$ cat src/rtl/toggle_pkg.sv
// toggle_pkg: shared definitions for toggle-driven blocks.
//   tgl_state_e             - debouncer FSM state encoding (2 bits).
//   TOGGLE_DEBOUNCE_DEFAULT - default number of stable cycles to confirm an edge.
//   tgl_cnt_w()             - stability counter width for a given debounce length.
package toggle_pkg;

  localparam int unsigned TOGGLE_DEBOUNCE_DEFAULT = 16;

  typedef enum logic [1:0] {
    IDLE            = 2'd0,
    CONFIRM_PRESS   = 2'd1,
    PRESSED         = 2'd2,
    CONFIRM_RELEASE = 2'd3
  } tgl_state_e;

  // One extra bit over $clog2 so DEBOUNCE_CYCLES-1 always fits with margin.
  function automatic int unsigned tgl_cnt_w(input int unsigned cycles);
    return $clog2(cycles) + 1;
  endfunction

endpackage

$ cat src/rtl/sync_2ff.sv
// sync_2ff: 1-bit two-flop synchroniser into the clk domain.
//   clk   - destination clock, rising edge
//   rst   - asynchronous active-low reset, clears both stages
//   d     - asynchronous input
//   q     - synchronised output (two-cycle latency)
//   q1    - first-stage output, exposed for observability only
module sync_2ff (
  input  logic clk,
  input  logic rst,
  input  logic d,
  output logic q1,
  output logic q
);

  logic s1_q;
  logic s_q;

  always_ff @(posedge clk or negedge rst) begin
    if (!rst) begin
      s1_q <= 1'b0;
      s_q  <= 1'b0;
    end else begin
      s1_q <= d;
      s_q  <= s1_q;
    end
  end

  assign q1 = s1_q;
  assign q  = s_q;

endmodule

$ cat src/rtl/toggle_debouncer.sv
// toggle_debouncer: synchronises and debounces a raw toggle request and emits
// one single-cycle t pulse per confirmed press (releases produce no pulse).
//   clk    - system clock, rising edge
//   rst    - asynchronous active-low reset
//   btn_in - raw asynchronous request, may bounce
//   t      - one-cycle pulse per confirmed press (drives a T flip-flop)
//   level  - debounced, synchronised level of btn_in
//   busy   - high while a press or release is being confirmed
module toggle_debouncer
  import toggle_pkg::*;
#(
  parameter  int unsigned DEBOUNCE_CYCLES = TOGGLE_DEBOUNCE_DEFAULT,
  localparam int unsigned CNT_W           = tgl_cnt_w(DEBOUNCE_CYCLES)
) (
  input  logic clk,
  input  logic rst,
  input  logic btn_in,
  output logic t,
  output logic level,
  output logic busy
);

  localparam logic [CNT_W-1:0] CNT_MAX = CNT_W'(DEBOUNCE_CYCLES - 1);
  localparam logic [CNT_W-1:0] CNT_ONE = CNT_W'(1);

  logic       s1;
  logic       s;

  tgl_state_e       state_q, state_d;
  logic [CNT_W-1:0] cnt_q,   cnt_d;
  logic             level_q, level_d;
  logic             t_q,     t_d;
  logic             busy_q,  busy_d;

  sync_2ff u_sync (
    .clk (clk),
    .rst (rst),
    .d   (btn_in),
    .q1  (s1),
    .q   (s)
  );

  always_ff @(posedge clk or negedge rst) begin
    if (!rst) begin
      state_q <= IDLE;
      cnt_q   <= '0;
      level_q <= 1'b0;
      t_q     <= 1'b0;
      busy_q  <= 1'b0;
    end else begin
      state_q <= state_d;
      cnt_q   <= cnt_d;
      level_q <= level_d;
      t_q     <= t_d;
      busy_q  <= busy_d;
    end
  end

  // cnt holds the number of consecutive samples already seen at the new
  // level, so entering a confirm state loads 1 and the edge that sees the
  // DEBOUNCE_CYCLES-th sample (cnt == CNT_MAX) commits the change.
  always_comb begin
    state_d = state_q;
    cnt_d   = cnt_q;
    level_d = level_q;
    t_d     = 1'b0;
    case (state_q)
      IDLE: begin
        if (s) begin
          state_d = CONFIRM_PRESS;
          cnt_d   = CNT_ONE;
        end else begin
          cnt_d   = '0;
        end
      end
      CONFIRM_PRESS: begin
        if (!s) begin
          state_d = IDLE;          // bounce: abort, no pulse
          cnt_d   = '0;
        end else if (cnt_q == CNT_MAX) begin
          state_d = PRESSED;
          level_d = 1'b1;
          t_d     = 1'b1;
          cnt_d   = '0;
        end else begin
          cnt_d   = cnt_q + CNT_ONE;
        end
      end
      PRESSED: begin
        if (!s) begin
          state_d = CONFIRM_RELEASE;
          cnt_d   = CNT_ONE;
        end
      end
      CONFIRM_RELEASE: begin
        if (s) begin
          state_d = PRESSED;       // bounce: level stays 1, no pulse
          cnt_d   = '0;
        end else if (cnt_q == CNT_MAX) begin
          state_d = IDLE;
          level_d = 1'b0;
          cnt_d   = '0;
        end else begin
          cnt_d   = cnt_q + CNT_ONE;
        end
      end
      default: begin
        state_d = IDLE;
        cnt_d   = '0;
      end
    endcase
    // Registered from the next state so busy lines up with state_q.
    busy_d = (state_d == CONFIRM_PRESS) || (state_d == CONFIRM_RELEASE);
  end

  assign t     = t_q;
  assign level = level_q;
  assign busy  = busy_q;

endmodule

$ cat config.mk
export PLATFORM = sky130hd
export DESIGN_NAME = toggle_debouncer
export DESIGN_NICKNAME = d
export VERILOG_FILES = /design/src/rtl/toggle_pkg.sv /design/src/rtl/sync_2ff.sv /design/src/rtl/toggle_debouncer.sv
export SDC_FILE = /design/constraint.sdc
export NUM_CORES = 1
export LEC_CHECK = 0
export ABC_AREA = 1
export CAP_MARGIN = 15
export CORE_AREA = 2 2 39 41
export CTS_CLUSTER_DIAMETER = 80
export CTS_CLUSTER_SIZE = 16
export DETAILED_ROUTE_END_ITERATION = 16
export DIE_AREA = 0 0 41 43
export PLACE_DENSITY = 0.7
export SLEW_MARGIN = 20
export SYNTH_ARGS = -nofsm -noshare
export SYNTH_HDL_FRONTEND = slang
export SYNTH_SLANG_ARGS = --single-unit
$ cat constraint.sdc
create_clock -name clk -period 1.2 [get_ports clk]
set_input_delay 0.12 -clock clk [delete_from_list [all_inputs] [get_ports clk]]
set_output_delay 0.12 -clock clk [all_outputs]
set_load 0.05 [all_outputs]
======== Word level (Yosys, flattened, before mapping) ========
Index checks and enable logic that the tools add are counted.
W data, S select, Z words.
storage, ports and cells
  bits in registers ....................... 12
  input bits .............................. 3
  output and inout bits ................... 3
  logic and storage cells ................. 44
operators by class
  reduce and logical (&&, ||, !) cells .... 4
  add/subtract/negate cells ............... 1
  eq/ne operators ......................... 11
  multiplexer cells ....................... 21
operators with widths
  operator               count
  $mux W5                4
  $pmux W5 S4            1
  $mux W2                6
  $mux W1                8
  $ne A2 B2 Y1 const B   4
  $pmux W2 S4            1
  $eq A2 B2 Y1 const B   3
  $add A5 B1 Y5 const B  1
  $eq A5 B4 Y1 const B   1
  $reduce_and A5 Y1      1
  $eq A2 B1 Y1 const B   2
  $logic_not A2 Y1       1
  $ne A2 B1 Y1 const B   1
  $pmux W1 S2            1
  $reduce_bool A2 Y1     1
  $logic_or A1 B1 Y1     1

======== Longest topological paths before layout ========
Gate-level depths: netlist (run 1).
  depth in word-level cells ............... 6
  gate-level depth with buffers ........... 7
  depth with buffers taken out ............ 7

======== Cells and area by module ========
Synthesis (run 1) repeated with hierarchy kept, for this count alone.
second synthesis, totals
  cell total of the unflattened synthesis .. 59
  area total of the unflattened synthesis .. 519.2 um^2
modules (own cells, without submodules)
  module            times used  cells an instance  seq. area each (um^2)  area an instance (um^2)
  toggle_debouncer  1           57                 225.2                  469.2
  sync_2ff          1           2                  50.0                   50.0

======== Least setup slack after synthesis (run 1) ========
No wires, ideal clock.
  path type ............................... register to register
  from .................................... reg busy (netlist name)
  to ...................................... reg cnt_q[4]
  library setup time ...................... 0.078 ns
  period minus slack after synthesis ...... 1.240 ns
  path buffers ............................ 1
  cell stages (with the launch flop) ...... 5
  required time ........................... 1.122 ns
  data arrival time ....................... 1.163 ns
  slack ................................... -0.040 ns
  cell sequence ........................... dfrtp_1 -> buf_6 -> nor3_4 -> inv_2 -> a21boi_1
RTL lines
  what                  line                    RTL
  end signal, assigned  toggle_debouncer.sv:52  cnt_q <= cnt_d;
  end, declared         toggle_debouncer.sv:30  logic [CNT_W-1:0] cnt_q, cnt_d;

======== Worst setup path in the final report (run 1) ========
  from .................................... reg cnt_q[1]
  to ...................................... reg state_q[1]
on the way
  cells in the longest elaborated chain, start to end .. 4
  elaborated cells on any way between the ends .. 6
  those cells by class .................... eq/ne (1); mux (5)
ends and longest elaborated chain
  what                        line                                            RTL
  $eq A5 B4 Y1 *              toggle_debouncer.sv:80, toggle_debouncer.sv:99
  $mux W2 (on tied branches)  toggle_debouncer.sv:99, toggle_debouncer.sv:80
  $mux W2 (on tied branches)  toggle_debouncer.sv:96, toggle_debouncer.sv:77
  $pmux W2 S4 *               toggle_debouncer.sv:67                          case (state_q)
  via state_d[1]              toggle_debouncer.sv:29                          tgl_state_e state_q, state_d;
  end signal, assigned        toggle_debouncer.sv:51                          state_q <= state_d;
  end, declared               toggle_debouncer.sv:29
Mark *: on every way through the listed nets, which the timed path passes. The rest lies on a longest branch.
A chain may end at the register's enable or synchronous reset.

==> results of run 1 <==
==> what timing repair did <==
action / in CTS / in global routing
resized for setup: 0 / 6
buffers inserted: 0 / 2
setup endpoints to repair: 0 / 3
==> stage by stage <==
step / util, % / hold slack, ns
after CTS: 47.7 / 0.140
after detailed placement: 45.8 / 0.336
after global placement: 45.8 / 0.337
after global routing: 50.5 / 0.158
after floorplan: - / -0.176
final: 50.5 / 0.133
==> routing by layer <==
layer / up-vias / GRT usage [%] / wire length, microns
li1: 199 / - / -
met1: 199 / 13.6 / 420
met2: 6 / 23.8 / 593
met3: 4 / 1.57 / 12
met4: 0 / 14.0 / 42
met5: - / 0 / 0
==> cells by family (layout without fill, tap and decap cells) <==
logic type      Yosys count  count (layout)  share of synthesized area [%]
simple gates             30              30                           30.2
flops                    11              11                           53.5
fa+ha+maj                 1               1                           2.43
xor+xnor                  1               1                           1.70
buf+inv                   7              21                           6.57
compound gates            4               4                           5.60
==> worst max-delay path by stage <==
stage                    startpoint                   end  slack [ns]  depth (start not counted)
6_report       cnt_q[1]$_DFFE_PN0P_  state_q[1]$_DFF_PN0_       0.003                          6
5_1_grt        cnt_q[1]$_DFFE_PN0P_     level$_DFFE_PN0P_       -0.05                          6
4_1_cts              busy$_DFF_PN0_                  busy        0.03                          2
3_5_place_dp   cnt_q[1]$_DFFE_PN0P_  state_q[1]$_DFF_PN0_        0.04                          6
3_3_place_gp   cnt_q[1]$_DFFE_PN0P_  cnt_q[0]$_DFFE_PN0P_        0.12                          6
2_1_floorplan        busy$_DFF_PN0_  cnt_q[4]$_DFFE_PN0P_        0.06                          4
==> cell usage in the layout, fill, tap and decap left out <==
| cell type | count |
|---|---|
| clkdlybuf4s50_1 | 2 |
| nand2_2 | 2 |
| dfrtp_2 | 1 |
| ha_2 | 1 |
| inv_2 | 2 |
| clkbuf_1 | 1 |
| nand2_4 | 1 |
| nand3_1 | 3 |
| a21boi_0 | 1 |
| a21boi_1 | 1 |
| nand2_1 | 16 |
| xnor2_1 | 1 |
| o21ai_1 | 1 |
| nor2_4 | 1 |
| nor2_1 | 1 |
| buf_12 | 3 |
| inv_1 | 4 |
| buf_6 | 1 |
| nand3_2 | 3 |
| nor3_4 | 1 |
| clkbuf_4 | 3 |
| buf_4 | 5 |
| dfrtp_1 | 10 |
| o21ai_2 | 1 |
| nand4_1 | 2 |
==> layout make-up <==
cell class | count | area, sq um
well taps | 16 | 20.0
clock buffers | 4 | 26.3
inverters | 6 | 22.5
multi-input cells | 36 | 225
flip-flops and latches | 11 | 277
fillers | 122 | 684
repair buffers | 11 | 129
==> registers in the layout, summed over array words and instances (netlist names) <==
signal and flops:
level 1, t 1, u_sync.q1 1, cnt_q 5, u_sync.q 1, busy 1
state_q 1
==> power groups by stage <==
stage               sequential [mW]  combinational, mW  clock (mW)
CTS                           0.388             0.0659       0.267
detailed placement            0.396             0.0658           0
global route                  0.390             0.0783       0.281
global placement              0.395             0.0646           0
finish                        0.389             0.0711       0.259
floorplan                     0.401             0.0251           0
==> impl_metrics.env, run 1 <==
export IMPL_crit_path_cell_trace="ha_2 -> nand3_2 -> nor2_4 -> nand2_4 -> nand2_2 -> o21ai_2"
export IMPL_placedCellCount=78
export IMPL_ant_nets=0
export IMPL_p_int_uw=543
export IMPL_die_w_microns=41
export IMPL_post_place_ws_ns=0.0413
export IMPL_grt_pass1_wl_mm=1.61
export IMPL_critPathMaxFanout=5
export IMPL_leakage_nw=0.344
export IMPL_yosys_warnings=0
export IMPL_diodes=0
export IMPL_critPathTopFamily="simple AND/OR/NAND/NOR gates"
export IMPL_r2r_setup_slack_ns=0.003
export IMPL_ys_types=18
export IMPL_start_util_pct=37.2
export IMPL_setup_viol=0
export IMPL_start_kind="register"
export IMPL_postSynthCellCount=54
export IMPL_overflow=0
export IMPL_clock_fmax_mhz=835
export IMPL_ys_seq_area_share_pct=53.5
export IMPL_syn_area_per_cell_sq_um=9.52
export IMPL_maxCapViolCount=0
export IMPL_skew_ns=0.00679
export IMPL_setup_ws_ns=0.00273
export IMPL_p_sw_share_pct=24.4
export IMPL_grt_usage_pct=14.3
export IMPL_synth_top_area_share_pct=53.5
export IMPL_synth_edf_count=0
export IMPL_wire_per_inst_microns=12.7
export IMPL_power_density_nw_per_um2=1030
export IMPL_die_height_microns=43
export IMPL_gp_congestion=0.692
export IMPL_clock_tree_root_cell="clkbuf_4"
export IMPL_hold_path_class="input port to asynchronous set/reset pin"
export IMPL_dpl_instance_area_sq_um=634
export IMPL_drive_above_1_share_pct=36.8
export IMPL_core_rowCount=14
export IMPL_slowest_stage="dfrtp_1"
export IMPL_tightest_slew_ns=0.246
export IMPL_clkLatencyLatePin_ns=0.27
export IMPL_synth_top_cells_by_count="17 x nand2_1, 11 x dfrtp_1, 5 x nand3_1, 4 x inv_1"
export IMPL_htreeDepth=1
export IMPL_tns_ns=0
export IMPL_rr_worst_depth=6
export IMPL_ir_worst_vdd_mv=0.391
export IMPL_path_buf_inv=0
export IMPL_cts_num_sinks=11
export IMPL_drt_iter0_markers=6
export IMPL_vias=408
export IMPL_grt_pass1_vias=406
export IMPL_r2r_end="state_q[1]$_DFF_PN0_"
export IMPL_max_clock_path_buffers=2
export IMPL_total_power_uw=719
export IMPL_end_kind="register"
export IMPL_crit_arrival_ns=1.36
export IMPL_p_comb_share_pct=9.9
export IMPL_fin_crit_ns=1.20
export IMPL_synth_flop_cell="dfrtp_1"
export IMPL_timing_rr_start="cnt_q[1]$_DFFE_PN0P_"
export IMPL_seq_power_share_pct=54.1
export IMPL_area_delta_synth_final_pct=36.0
export IMPL_dieArea_sq_um=1760
export IMPL_grt_max_degree=12
export IMPL_fp_coreArea_sq_um=1380
export IMPL_finalWirelength_mm=1.07
export IMPL_syn_nets=58
export IMPL_via_per_inst=4.86
export IMPL_yosysMostFrequentCell="nand2_1"
export IMPL_cts_inserted_buffers=3
export IMPL_design_area_sq_um=699
export IMPL_crit_required_ns=1.36
export IMPL_slew_violations=0
export IMPL_clk_pin_slew_ns=0.07
export IMPL_io_pin_count=6
export IMPL_drc=0
export IMPL_cts_tree="built"
export IMPL_finalHoldViolations=0
export IMPL_dp_hpwl_microns=798
export IMPL_netlist_top_cells_area="dfrtp_1 54%, nand2_1 12%, nand3_1 4.9%"
export IMPL_cpPeakStageDelay_ns=0.37
export IMPL_rsz0062_at_grt="true"
export IMPL_drtPass1Iterations=4
export IMPL_layoutNonFillerInstCount=84
export IMPL_antenna_found_initial=0
export IMPL_cts_hold_buf=0
export IMPL_worst_setup_path_type="register to register"
export IMPL_switching_power_uw=176
export IMPL_syn_area_sq_um=514
export IMPL_relSlewSlack_pct=83.5
export IMPL_ys_ff_latch=11
export IMPL_io_buffer_count=5
export IMPL_status="complete, no violations"
export IMPL_post_route_period_util_pct=99.8
export IMPL_async_flop_share_pct=100
export IMPL_layout_nets=73
export IMPL_power_frac_clock_pct=36.0
export IMPL_yosysTopAreaCell="dfrtp_1"
Note: power is estimated with default switching activity, not from simulation.
==> inputs of run 2 (changes only) <==
--- a/config.mk
+++ b/config.mk
@@ -13,6 +13,7 @@
 export DETAILED_ROUTE_END_ITERATION = 16
 export DIE_AREA = 0 0 41 43
 export PLACE_DENSITY = 0.7
+export SKIP_LAST_GASP = 1
 export SLEW_MARGIN = 20
 export SYNTH_ARGS = -nofsm -noshare
 export SYNTH_HDL_FRONTEND = slang
==> run 2 against run 1 <==
Sequential cell count stayed put. Wire length is 0.84% lower. Worst hold slack hardly changed. Sequential power hardly changed. First-iteration DRC count is 50% lower. Largest cell class unchanged. Via count is 0.98% higher. Critical endpoint unchanged. Global-route usage stayed put. Power is 0.25% lower. Highest routed layer unchanged. Worst setup slack better by 0.0027 ns. Clock skew is 0.00052 ns lower. Design area is 0.54% lower. Sequential share of layout area is 0.21 points higher.
==> impl_metrics.env, run 2 (synthesized netlist as in run 1, its figures left out) <==
export IMPL_status="complete, no violations"
export IMPL_drtPass1Iterations=4
export IMPL_clk_pin_slew_ns=0.07
export IMPL_critPathTopFamily="simple AND/OR/NAND/NOR gates"
export IMPL_io_buffer_count=5
export IMPL_clock_fmax_mhz=837
export IMPL_crit_required_ns=1.36
export IMPL_clkLatencyLatePin_ns=0.27
export IMPL_power_density_nw_per_um2=1030
export IMPL_via_per_inst=4.90
export IMPL_critPathCapture="state_q[1]$_DFF_PN0_"
export IMPL_clock_tree_root_cell="clkbuf_4"
export IMPL_top_register="cnt_q"
export IMPL_seq_power_share_pct=54.2
export IMPL_cts_num_sinks=11
export IMPL_timing_rr_start="cnt_q[1]$_DFFE_PN0P_"
export IMPL_final_cell_mix="16 x nand2_1, 10 x dfrtp_1, 6 x buf_4"
export IMPL_slew_violations=0
export IMPL_htreeDepth=1
export IMPL_die_height_microns=43
export IMPL_layoutNonFillerInstCount=84
export IMPL_utilization_pct=50.3
export IMPL_crit_arrival_ns=1.35
export IMPL_start_util_pct=37.2
export IMPL_cpPeakStageDelay_ns=0.37
export IMPL_switching_power_uw=175
export IMPL_cp_depth=6
export IMPL_vias=412
export IMPL_grt_pass1_vias=406
export IMPL_finalHoldViolations=0
export IMPL_r2r_setup_slack_ns=0.005
export IMPL_total_power_uw=717
export IMPL_dieArea_sq_um=1760
export IMPL_rr_worst_depth=6
export IMPL_largest_reg_flops=5
export IMPL_hold_path_class="input port to asynchronous set/reset pin"
export IMPL_cts_tree="built"
export IMPL_critPathMaxFanout=5
export IMPL_drt_iter0_markers=3
export IMPL_dpl_instance_area_sq_um=634
export IMPL_startpoint="cnt_q[1]$_DFFE_PN0P_"
export IMPL_p_int_uw=542
export IMPL_end_kind="register"
export IMPL_dp_hpwl_microns=798
export IMPL_worst_setup_path_type="register to register"
export IMPL_antenna_found_initial=0
export IMPL_layout_nets=73
export IMPL_cts_inserted_buffers=3
export IMPL_rsz0062_at_grt="true"
export IMPL_placedCellCount=78
export IMPL_area_delta_synth_final_pct=35.3
export IMPL_max_clock_path_buffers=2
export IMPL_start_kind="register"
export IMPL_skew_ns=0.00627
export IMPL_diodes=0
export IMPL_wire_per_inst_microns=12.6
export IMPL_io_pin_count=6
export IMPL_drive_above_1_share_pct=36.8
export IMPL_gp_congestion=0.692
export IMPL_p_sw_share_pct=24.4
export IMPL_ir_worst_vdd_mv=0.384
export IMPL_r2r_end="state_q[1]$_DFF_PN0_"
export IMPL_design_area_sq_um=696
export IMPL_grt_max_degree=12
export IMPL_relSlewSlack_pct=83.5
export IMPL_drc=0
export IMPL_leakage_nw=0.343
export IMPL_path_buf_inv=0
export IMPL_fill_cells=122
export IMPL_finalWirelength_mm=1.06
export IMPL_tightest_slew_ns=0.247
export IMPL_p_comb_share_pct=9.7
export IMPL_power_frac_clock_pct=36.1
export IMPL_overflow=0
export IMPL_post_route_period_util_pct=99.5
export IMPL_slowest_stage="dfrtp_1"
export IMPL_grt_usage_pct=14.3
export IMPL_setup_viol=0
export IMPL_maxCapViolCount=0
export IMPL_grt_pass1_wl_mm=1.61
export IMPL_final_common_cell="nand2_1"
export IMPL_fp_coreArea_sq_um=1380
export IMPL_fin_crit_ns=1.19
export IMPL_die_w_microns=41
export IMPL_ant_nets=0
export IMPL_crit_path_cell_trace="ha_2 -> nand3_2 -> nor2_4 -> nand2_4 -> nand2_2 -> o21ai_2"
export IMPL_core_rowCount=14
[run 2: cell counts in the layout (fill, tap and decap cells not counted)]
Identical to the previous run, type by type.
[run 2: power groups by stage]
stage | logic (mW) | clock network, mW | registers (mW)
final | 0.0697 | 0.259 | 0.389
after global placement | 0.0646 | 0 | 0.395
after CTS | 0.0659 | 0.267 | 0.388
after global routing | 0.0771 | 0.281 | 0.390
after floorplan | 0.0251 | 0 | 0.401
after detailed placement | 0.0658 | 0 | 0.396
[run 2: worst min path at each step]
stage	depth (start not counted)	slack, ns	to
floorplan	0	-0.18	busy$_DFF_PN0_
global placement	0	0.34	u_sync.q$_DFF_PN0_
detailed placement	0	0.34	u_sync.q$_DFF_PN0_
CTS	2	0.14	cnt_q[2]$_DFFE_PN0P_
global route	2	0.16	cnt_q[2]$_DFFE_PN0P_
finish	2	0.13	cnt_q[2]$_DFFE_PN0P_
[run 2: stage by stage]
step,TNS [ns],hold WS [ns],setup WS (ns)
finish,0,0.133,0.00547
global route,-0.181,0.158,-0.0483
CTS,0,0.140,0.0303
detailed placement,0,0.336,0.0413
global placement,0,0.337,0.117
floorplan,0,-0.176,0.0573
[run 2: routing by layer]
metal,up-vias,share of wire [%],track usage [%]
li1,200,-,-
met1,200,40,13.6
met2,8,55,23.8
met3,4,1.4,1.57
met4,0,4.0,14.0
met5,-,0,0
[run 2: cell type report]
class	count	area, sq um	area share (%)
Inverter	6	22.5	3.24
Multi-Input combinational cell	36	225	32.4
Timing Repair Buffer	11	125	18.0
Clock buffer	4	26.3	3.78
Sequential cell	11	277	39.7
Tap cell	16	20.0	2.88
[run 2: what timing repair did]
item / 4_1_cts / 5_1_grt
setup buffers: 0 / 2
resized for setup: 0 / 5
hold buffers: 0 / 0
setup endpoints to repair: 0 / 3
==> inputs of run 3 (changes only) <==
--- a/config.mk
+++ b/config.mk
@@ -7,12 +7,14 @@
 export LEC_CHECK = 0
 export ABC_AREA = 1
 export CAP_MARGIN = 15
-export CORE_AREA = 2 2 39 41
+export CELL_PAD_IN_SITES_DETAIL_PLACEMENT = 1
+export CELL_PAD_IN_SITES_GLOBAL_PLACEMENT = 1
+export CORE_MARGIN = 2
+export CORE_UTILIZATION = 38
 export CTS_CLUSTER_DIAMETER = 80
 export CTS_CLUSTER_SIZE = 16
 export DETAILED_ROUTE_END_ITERATION = 16
-export DIE_AREA = 0 0 41 43
-export PLACE_DENSITY = 0.7
+export PLACE_DENSITY = 0.82
 export SKIP_LAST_GASP = 1
 export SLEW_MARGIN = 20
 export SYNTH_ARGS = -nofsm -noshare
==> run 3 against run 2 <==
Core utilization increased by 4.5 points. Combinational power increased by 0.9%. Cell count decreased by 1.2%. Sequential cell count unchanged. Design area increased by 1.3%. Worst hold slack improved by 0.012 ns. Critical endpoint unchanged. Power decreased by 1.1%. Via count decreased by 1.2%. Highest routed layer unchanged. Largest cell class unchanged.
==> impl_metrics.env, run 3 (synthesized netlist as in run 1, its figures left out) <==
export IMPL_status="complete, no violations"
export IMPL_maxCapViolCount=0
export IMPL_final_common_cell="nand2_1"
export IMPL_top_register="cnt_q"
export IMPL_total_power_uw=709
export IMPL_drtPass1Iterations=2
export IMPL_clkLatencyLatePin_ns=0.26
export IMPL_skew_ns=0.00130
export IMPL_ant_nets=0
export IMPL_crit_path_cell_trace="ha_2 -> nand3_4 -> nor2_4 -> nand2_4 -> nand2_2 -> o21ai_2"
export IMPL_grt_pass1_vias=353
export IMPL_r2r_end="state_q[1]$_DFF_PN0_"
export IMPL_finalHoldViolations=0
export IMPL_drt_iter0_markers=4
export IMPL_slew_violations=0
export IMPL_io_pin_count=6
export IMPL_area_delta_synth_final_pct=37.0
export IMPL_rr_worst_depth=6
export IMPL_cts_tree="built"
export IMPL_multiInputGateArea_sq_um=235
export IMPL_core_rowCount=13
export IMPL_grt_usage_pct=14.9
export IMPL_dp_hpwl_microns=738
export IMPL_crit_arrival_ns=1.30
export IMPL_cp_depth=6
export IMPL_fp_coreArea_sq_um=1280
export IMPL_max_clock_path_buffers=2
export IMPL_leakage_nw=0.343
export IMPL_largest_reg_flops=5
export IMPL_dieArea_sq_um=1660
export IMPL_htreeDepth=1
export IMPL_clock_fmax_mhz=873
export IMPL_tightest_slew_ns=0.308
export IMPL_grt_max_degree=12
export IMPL_slowest_stage="dfrtp_1"
export IMPL_drc=0
export IMPL_cpPeakStageDelay_ns=0.36
export IMPL_post_route_period_util_pct=95.5
export IMPL_tns_ns=0
export IMPL_power_density_nw_per_um2=1010
export IMPL_setup_viol=0
export IMPL_grt_pass1_wl_mm=1.53
export IMPL_drive_above_1_share_pct=38.2
export IMPL_cts_num_sinks=11
export IMPL_worst_setup_path_type="register to register"
export IMPL_diodes=0
export IMPL_relSlewSlack_pct=79.4
export IMPL_path_buf_inv=0
export IMPL_antenna_found_initial=0
export IMPL_setup_ws_ns=0.0541
export IMPL_overflow=0
export IMPL_startpoint="cnt_q[0]$_DFFE_PN0P_"
export IMPL_final_cell_mix="15 x nand2_1, 10 x dfrtp_1, 6 x buf_4"
export IMPL_die_height_microns=40.8
export IMPL_crit_required_ns=1.36
export IMPL_critPathTopFamily="simple AND/OR/NAND/NOR gates"
export IMPL_regArea_sq_um=277
export IMPL_fill_cells=144
export IMPL_clock_tree_root_cell="clkbuf_4"
export IMPL_io_buffer_count=5
export IMPL_start_util_pct=40.0
export IMPL_r2r_setup_slack_ns=0.05
export IMPL_finalWirelength_mm=1.07
export IMPL_start_kind="register"
export IMPL_hold_path_class="input port to asynchronous set/reset pin"
export IMPL_cts_inserted_buffers=3
export IMPL_ir_worst_vdd_mv=0.643
export IMPL_timing_rr_start="cnt_q[0]$_DFFE_PN0P_"
export IMPL_layout_nets=73
export IMPL_end_kind="register"
export IMPL_post_place_ws_ns=0.0328
export IMPL_clk_pin_slew_ns=0.07
export IMPL_rsz0062_at_grt="true"
export IMPL_fin_crit_ns=1.15
export IMPL_vias=407
export IMPL_critPathCapture="state_q[1]$_DFF_PN0_"
export IMPL_critPathMaxFanout=5
export IMPL_wire_per_inst_microns=12.9
export IMPL_via_per_inst=4.90
export IMPL_gp_congestion=0.727
export IMPL_die_w_microns=40.8
-- run 3: layout make-up --
cell class | instances | share of cell area (%)
Sequential cell | 11 | 39.3
Multi-Input combinational cell | 36 | 33.4
Timing Repair Buffer | 11 | 17.8
Clock buffer | 4 | 3.73
Inverter | 6 | 3.20
Tap cell | 15 | 2.66
-- run 3: worst min-delay path by stage --
stage	start	end	slack, ns	cells past startpoint
2_1_floorplan	rst	busy$_DFF_PN0_	-0.18	0
3_3_place_gp	u_sync.q1$_DFF_PN0_	u_sync.q$_DFF_PN0_	0.33	0
5_1_grt	rst	cnt_q[2]$_DFFE_PN0P_	0.16	2
6_report	rst	u_sync.q1$_DFF_PN0_	0.14	2
4_1_cts	rst	level$_DFFE_PN0P_	0.14	2
3_5_place_dp	u_sync.q1$_DFF_PN0_	u_sync.q$_DFF_PN0_	0.36	0
-- run 3: repair_timing --
action,in CTS,in global routing
endpoints found under the setup margin,0,3
hold buffers,0,0
gates resized for setup,0,7
buffers inserted,0,2
-- run 3: worst reg2reg max path, delay by kind of cell, from the launching register on --
family                   cells  cell delay, ns
AND/OR/NAND/NOR              4            0.43
flip-flops                   1            0.36
adder cells (fa/ha/maj)      1            0.21
AO/OA/AOI/OAI                1            0.04
-- run 3: per-layer routing --
metal	track usage (%)	share of wire (%)	up-vias
met5	0	0	-
met4	10.0	2.6	0
met3	3.26	2.4	4
met2	23.4	51	6
met1	17.9	44	194
li1	-	-	203
-- run 3: stage by stage --
| stage | hold slack, ns | cells | util (%) | instance area, sq um |
|---|---|---|---|---|
| 2_1_floorplan | -0.176 | 54 | - | 515 |
| 3_3_place_gp | 0.335 | 77 | 49.3 | 633 |
| 3_5_place_dp | 0.363 | 77 | 49.3 | 633 |
| 4_1_cts | 0.142 | 81 | 51.3 | 659 |
| 5_1_grt | 0.164 | 83 | 54.8 | 704 |
| 6_report | 0.145 | 83 | 54.8 | 704 |
-- run 3: report_power, final --
group          switching [mW]  total, mW  internal [mW]
clock                   0.121      0.249          0.128
combinational          0.0381     0.0703         0.0322
sequential            0.00909      0.389          0.380
total                   0.168      0.709          0.541
